==> config.mk <==
export PLATFORM = sky130hd
export DESIGN_NAME = bitty_fetch_unit
export DESIGN_NICKNAME = d
export VERILOG_FILES = /design/src/rtl/bitty_pkg.sv /design/src/rtl/bitty_imem.sv /design/src/rtl/bitty_fetch_unit.sv
export SDC_FILE = /design/constraint.sdc
export NUM_CORES = 2
export LEC_CHECK = 0
export ABC_AREA = 1
export CORE_MARGIN = 2
export CORE_UTILIZATION = 45
export DETAILED_ROUTE_END_ITERATION = 8
export PLACE_DENSITY = 0.59
export SYNTH_ARGS = -nofsm -noshare
export SYNTH_HDL_FRONTEND = slang
export SYNTH_HIERARCHICAL = 1
export SYNTH_SLANG_ARGS = --single-unit
==> constraint.sdc <==
create_clock -name clk -period 3.48 [get_ports clk]
set_input_delay 0.696 -clock clk [delete_from_list [all_inputs] [get_ports clk]]
set_output_delay 0.696 -clock clk [all_outputs]
set_load 0.02 [all_outputs]
==> src/rtl/bitty_pkg.sv <==
// Shared types and constants for the Bitty fetch unit: fetch state encoding,
// branch condition codes and the default end-of-program word.
package bitty_pkg;

  typedef enum logic [2:0] {
    FS_IDLE,
    FS_ISSUE,
    FS_WAIT,
    FS_NEXT,
    FS_HALT
  } fetch_state_t;

  typedef enum logic [1:0] {
    BR_ALWAYS = 2'b00,
    BR_ZERO   = 2'b01,
    BR_NZERO  = 2'b10,
    BR_NEG    = 2'b11
  } br_cond_t;

  localparam logic [15:0] HALT_WORD_DEF = 16'hFFFF;
  localparam logic [1:0]  BR_TAG        = 2'b10;

  function automatic logic br_taken(input logic [1:0] cond, input logic [15:0] reg_c);
    logic taken;
    case (br_cond_t'(cond))
      BR_ALWAYS: taken = 1'b1;
      BR_ZERO:   taken = (reg_c == 16'h0000);
      BR_NZERO:  taken = (reg_c != 16'h0000);
      BR_NEG:    taken = reg_c[15];
      default:   taken = 1'b0;
    endcase
    return taken;
  endfunction

endpackage

==> src/rtl/bitty_imem.sv <==
// Program store for the fetch unit: synchronous write from the host loader,
// asynchronous read at the program counter. Contents survive reset.
module bitty_imem #(
  parameter int ADDR_W = 8
) (
  input  logic              clk,
  input  logic              we,
  input  logic [ADDR_W-1:0] waddr,
  input  logic [15:0]       wdata,
  input  logic [ADDR_W-1:0] raddr,
  output logic [15:0]       rdata
);

  logic [15:0] mem [2**ADDR_W];

  always_ff @(posedge clk) begin
    if (we) mem[waddr] <= wdata;
  end

  assign rdata = mem[raddr];

endmodule

==> src/rtl/bitty_fetch_unit.sv <==
// Instruction fetch/issue sequencer for the BittyPro core. Define
// BITTY_FETCH_BRANCH_EN to execute tagged branch words locally instead of issuing them.
//
// state    | meaning
// IDLE     | after reset, waiting for start; imem loadable
// ISSUE    | word at pc presented and held for ISSUE_CYC cycles
// WAIT     | waiting for core_done, watchdog running
// NEXT     | one cycle to advance pc or stop at the last address
// HALT     | program ended (halt word, last address or timeout); imem loadable
module bitty_fetch_unit
  import bitty_pkg::*;
#(
  parameter int          ADDR_W    = 8,
  parameter logic [15:0] HALT_WORD = HALT_WORD_DEF,
  parameter int          TIMEOUT   = 64,
  parameter int          ISSUE_CYC = 2
) (
  input  logic              clk,
  input  logic              reset,
  input  logic              start,
  input  logic              load_en,
  input  logic [ADDR_W-1:0] load_addr,
  input  logic [15:0]       load_data,
  input  logic              core_done,
  input  logic [15:0]       core_reg_c,
  output logic [15:0]       instruction,
  output logic [ADDR_W-1:0] pc,
  output logic              busy,
  output logic              halted,
  output logic              timeout_err
);

  localparam int HOLD_W = $clog2(ISSUE_CYC + 1);
  localparam int WDOG_W = $clog2(TIMEOUT + 1);
  localparam logic [HOLD_W-1:0] HOLD_LOAD = HOLD_W'(ISSUE_CYC - 1);
  localparam logic [WDOG_W-1:0] WDOG_LOAD = WDOG_W'(TIMEOUT - 1);
  localparam logic [ADDR_W-1:0] PC_LAST   = {ADDR_W{1'b1}};

`ifdef BITTY_FETCH_BRANCH_EN
  localparam bit BRANCH_EN = 1'b1;
`else
  localparam bit BRANCH_EN = 1'b0;
`endif

  fetch_state_t      state;
  logic [HOLD_W-1:0] hold_cnt;
  logic [WDOG_W-1:0] wdog;
  logic [15:0]       word;
  logic              idle_like;
  logic              is_branch;
  logic              br_go;
  logic [ADDR_W-1:0] br_target;

  assign idle_like = (state == FS_IDLE) || (state == FS_HALT);

  bitty_imem #(.ADDR_W(ADDR_W)) u_imem (
    .clk   (clk),
    .we    (load_en && idle_like),
    .waddr (load_addr),
    .wdata (load_data),
    .raddr (pc),
    .rdata (word)
  );

  assign is_branch = BRANCH_EN && (word[1:0] == BR_TAG);
  assign br_target = word[ADDR_W+3:4];
  assign br_go     = br_taken(word[3:2], core_reg_c);

  // Both timers are down-counters reloaded on state entry; zero is terminal count.
  always_ff @(posedge clk or posedge reset) begin
    if (reset) begin
      state       <= FS_IDLE;
      pc          <= '0;
      instruction <= 16'h0000;
      hold_cnt    <= '0;
      wdog        <= '0;
      busy        <= 1'b0;
      halted      <= 1'b0;
      timeout_err <= 1'b0;
    end else begin
      case (state)
        FS_IDLE, FS_HALT: begin
          if (start) begin
            pc          <= '0;
            timeout_err <= 1'b0;
            hold_cnt    <= HOLD_LOAD;
            state       <= FS_ISSUE;
            busy        <= 1'b1;
            halted      <= 1'b0;
          end
        end
        FS_ISSUE: begin
          if (word == HALT_WORD) begin
            state  <= FS_HALT;
            busy   <= 1'b0;
            halted <= 1'b1;
          end else if (is_branch) begin
            if (br_go) begin
              pc       <= br_target;
              hold_cnt <= HOLD_LOAD;
            end else begin
              state <= FS_NEXT;
            end
          end else begin
            instruction <= word;
            if (hold_cnt == '0) begin
              wdog  <= WDOG_LOAD;
              state <= FS_WAIT;
            end else begin
              hold_cnt <= hold_cnt - 1'b1;
            end
          end
        end
        FS_WAIT: begin
          if (core_done) begin
            state <= FS_NEXT;
          end else if (wdog == '0) begin
            timeout_err <= 1'b1;
            state       <= FS_HALT;
            busy        <= 1'b0;
            halted      <= 1'b1;
          end else begin
            wdog <= wdog - 1'b1;
          end
        end
        FS_NEXT: begin
          if (pc == PC_LAST) begin
            state  <= FS_HALT;
            busy   <= 1'b0;
            halted <= 1'b1;
          end else begin
            pc       <= pc + 1'b1;
            hold_cnt <= HOLD_LOAD;
            state    <= FS_ISSUE;
          end
        end
        default: begin
          state  <= FS_IDLE;
          busy   <= 1'b0;
          halted <= 1'b0;
        end
      endcase
    end
  end

endmodule

==> impl_metrics.ini <==
[outcome]
status = complete, but fails checks
failed_checks = setup timing

[layout]
final_standard_cell_area_without_fillers_mm2 = 0.200
multi_input_area_mm2 = 0.0397
final_core_util_pct = 53.9
n_fill_cell = 30600
final_layout_net_count = 14800
stdcell_count = 20100
layout-drive-gt1-share_pct = 15.2
flow.area_growth_from_synthesis_pct = 19.6
register_area_mm2 = 0.124

[synthesis]
ys_top_cells_by_area = edfxtp_1, nand3_1, nand2_1, buf_2, buf_4
main_combinational_cell_family_by_area_after_synthesis = simple AND/OR/NAND/NOR gates
synth.top_cell.area_share_pct = 73.5
synth_simple_gate_area_share_pct = 22.6
synthesized_area_per_cell_um2 = 12.1
postSynthCellCount = 13900
synth_area_leader_cell = edfxtp_1
synth.area.mux_share_pct = 0
syn_area_mm2 = 0.167
synthesized_area_fraction_occupied_by_adder_cells_pct = 0.0224
synth.net_count = 13900
synth.yosys.warnings = 6
synth-seq-cells = 4135
synth-compound-area-share_pct = 0.0590
post_synth_num_cell_types = 34
fraction_of_synthesized_cell_area_in_xor_and_xnor_cells_pct = 0.0209
synth.yosys.seq_area_share_pct = 74.0

[clocking]
clock_net_sink_count = 4135
cts_root_buf = clkbuf_16
maximum_clock_insertion_buffer_count = 4
cts.htree.levels = 5
numCtsBuffers = 428
clock_latency_on_the_worst_skew_pair_ns = 0.99
clk_pin_slew_worst_paths_ns = 0.06
cts_tree = yes

[sta]
final.setup.worst_slack_ns = -0.254
final.period_utilization_pct = 107
maximum_achievable_frequency_mhz = 268
worst_pin_slew_ns = 1.04
period_minus_slack_ns = 3.73
setup_total_negative_slack_ns = -6.57
report.final.slew_viol_count = 0
worst_setup_skew_after_layout_ns = 0.0626
final.hold.worst_slack_ns = 0.106
final-setup-viol-count = 30
timing_hold_violations_final = 0
setup_repair_after_global_routing_missed_its_margin = true
slew_headroom_pct = 30.8

[setup_path]
crit_top_cell = nand2_1
timing.critical_path.slowest_cell_delay_ns = 0.59
setup.worst_path.class = register to register
worstPathMaxFanout = 16
arrival_ns = 4.61
worst-r2r-cell-count = 24
worst-endpoint-required_ns = 4.36
crit_path_cell_trace = inv_16 -> buf_12 -> buf_12 -> bufbuf_16 -> nand2_1 -> nand3_1 -> nand3_2 -> nand3_2 -> nand3_2 -> nand3_2 -> nand3_1 -> buf_4 -> nand2_2 -> nand2_1 -> nand2_1 -> nand2_1 -> nor2_2 -> nand2_2 -> o21ai_4 -> buf_12 -> buf_4 -> inv_4 -> nand2_1 -> nand2_1
critical_path.endpoint_type = register
ff2ff_setup_slack_ns = -0.25
worst_r2r_endpoint = instruction[14]
crit_path_start_kind = register
crit-reg2reg-launch = pc[0]
crit_slowest_cell = dfrtp_4

[grt]
grt_pass1_wl_um = 739000
track_usage_pct = 26.7
number_of_antenna_violations_at_the_first_check_in_global_routing = 19
grt_max_degree = 96
first_global_vias = 106000
grt_overflow = 0

[pwr]
irDropWorstVdd_v = 0.000455
power.sequential.fraction_pct = 38.1
power_switching_mw = 47.9
total_power_mw = 145
power_frac_comb_pct = 30.9
leakage_nw = 71.5
cell_internal_pwr_mw = 96.9
power-per-cell-area_mw_per_mm2 = 723
p_sw_share_pct = 33.1
power_frac_clock_pct = 30.9

[placed_design]
pre_cts_slack_ns = -0.643
cell_area_reported_after_detailed_placement_mm2 = 0.183
final_weighted_congestion_of_routability_driven_global_placement = 0.908
dp_hpwl_um = 311000
post-place-cells = 19200
port_buffers = 55

[drt]
number_of_antenna_violating_nets_in_the_routed_design = 0
drt_drc_violations_left = 0
routedWlPerCell_um = 25.5
vias_per_cell = 5.64
drt_first_iter_violations = 14200
routed_wirelength_um = 512000
detail_route.first_pass.iterations = 6
via_count = 113000

[die]
die_height_um = 614
cell_rows = 224
die_width_um = 614
io-pin-count = 72
fp.dieArea_mm2 = 0.377
floorplan_core_area_mm2 = 0.371
initial_core_utilization_pct = 45.1

[hold_path]
hp-class = primary input to register
whs_endpoint = u_imem/mem[252][9]
worstHoldPathCells = 1
hp-start = load_data[9]

[flow_run]
timing.max_cap.violations = 0
## layout by cell type, fill, tap and decap left out, drive strengths merged, types with 2 or more instances in the layout
cell type	n
nor2	308
or2	2
o22ai	2
clkinv	182
o21ai	10
a21oi	2
dlygate4sd2	4
clkinvlp	17
dfrtp	39
clkdlybuf4s50	34
nand3	4056
clkbuf	536
buf	1315
nand2	4341
xor2	3
bufbuf	18
diode	18
ha	3
edfxtp	4096
inv	84
bufinv	36
## synthesized netlist by cell type (all sizes together)
cell type / number
nor2: 308
clkbuf: 154
dfrtp: 39
xor2: 3
o31ai: 1
nor3: 1
ha: 3
a21oi: 2
nand3b: 1
o21ai: 10
o21bai: 1
edfxtp: 4096
inv: 67
nand3: 4056
buf: 785
nand2: 4341
o22ai: 2
or2: 2
xnor2: 1
## worst max-delay path by stage
stage | endpoint | start | cells after the start
after floorplan | instruction[10] | pc[2] | 19
after global placement | wdog[5] | pc[0] | 24
after detailed placement | hold_cnt[0] | pc[0] | 24
after CTS | instruction[14] | pc[0] | 25
after global routing | instruction[6] | pc[0] | 25
final | instruction[14] | pc[0] | 24
## per-layer routing
layer / routed length [um] / GRT usage, %
met1: 210000 / 37.6
met2: 238000 / 42.2
met3: 44200 / 3.99
met4: 19400 / 9.60
met5: 7 / 0
## worst max-delay path: cells and delay by family (launching register included)
kind,cells,cell delay (ns)
AO/OA/AOI/OAI,1,0.18
buffers and inverters,8,1.30
flip-flops,1,0.59
AND/OR/NAND/NOR,15,1.48
## logic make-up after synthesis
kind of cell / Yosys count
AOI/OAI and AO/OA: 16
xor gates and xnor gates: 4
adders and majority gates: 3
buffers and inverters: 1006
DFF: 4135
and+or+nand+nor: 8709
## repair_timing
item | 4_1_cts | 5_1_grt
buffers inserted | 42 | 7
hold buffers | 1 | 0
endpoints found under the setup margin | 35 | 31
cloned | 28 | 8
pin swaps | 16 | 6
resized for setup | 328 | 124
hold endpoints to repair | 7 | 0
## flip-flops by register name, indices dropped and copies added (netlist names), 2 cells and up
signal / count
hold_cnt: 2
instruction: 16
pc: 8
state: 3
u_imem/mem: 4096
wdog: 7
## area by class of cell
type | instances | share of cell area (%)
antenna | 18 | 0.0225
multi-input combinational | 8732 | 19.8
timing repair inverter | 1 | 0.00562
sequential | 4135 | 61.9
tap | 4972 | 3.11
clock buffer | 527 | 5.60
timing repair buffer | 1381 | 8.22
clock inverter | 251 | 1.18
inverter | 67 | 0.156
## power by group through the flow
stage / registers (mW) / clock network [mW] / logic [mW]
after floorplan: 56.3 / 0 / 22.9
after detailed placement: 56.2 / 0 / 40.6
final: 55.2 / 44.8 / 44.8
after global routing: 55.2 / 47.2 / 48.0
after global placement: 56.3 / 0 / 40.4
after CTS: 55.2 / 45.3 / 43.6
Power figures use the tool's default switching activity.
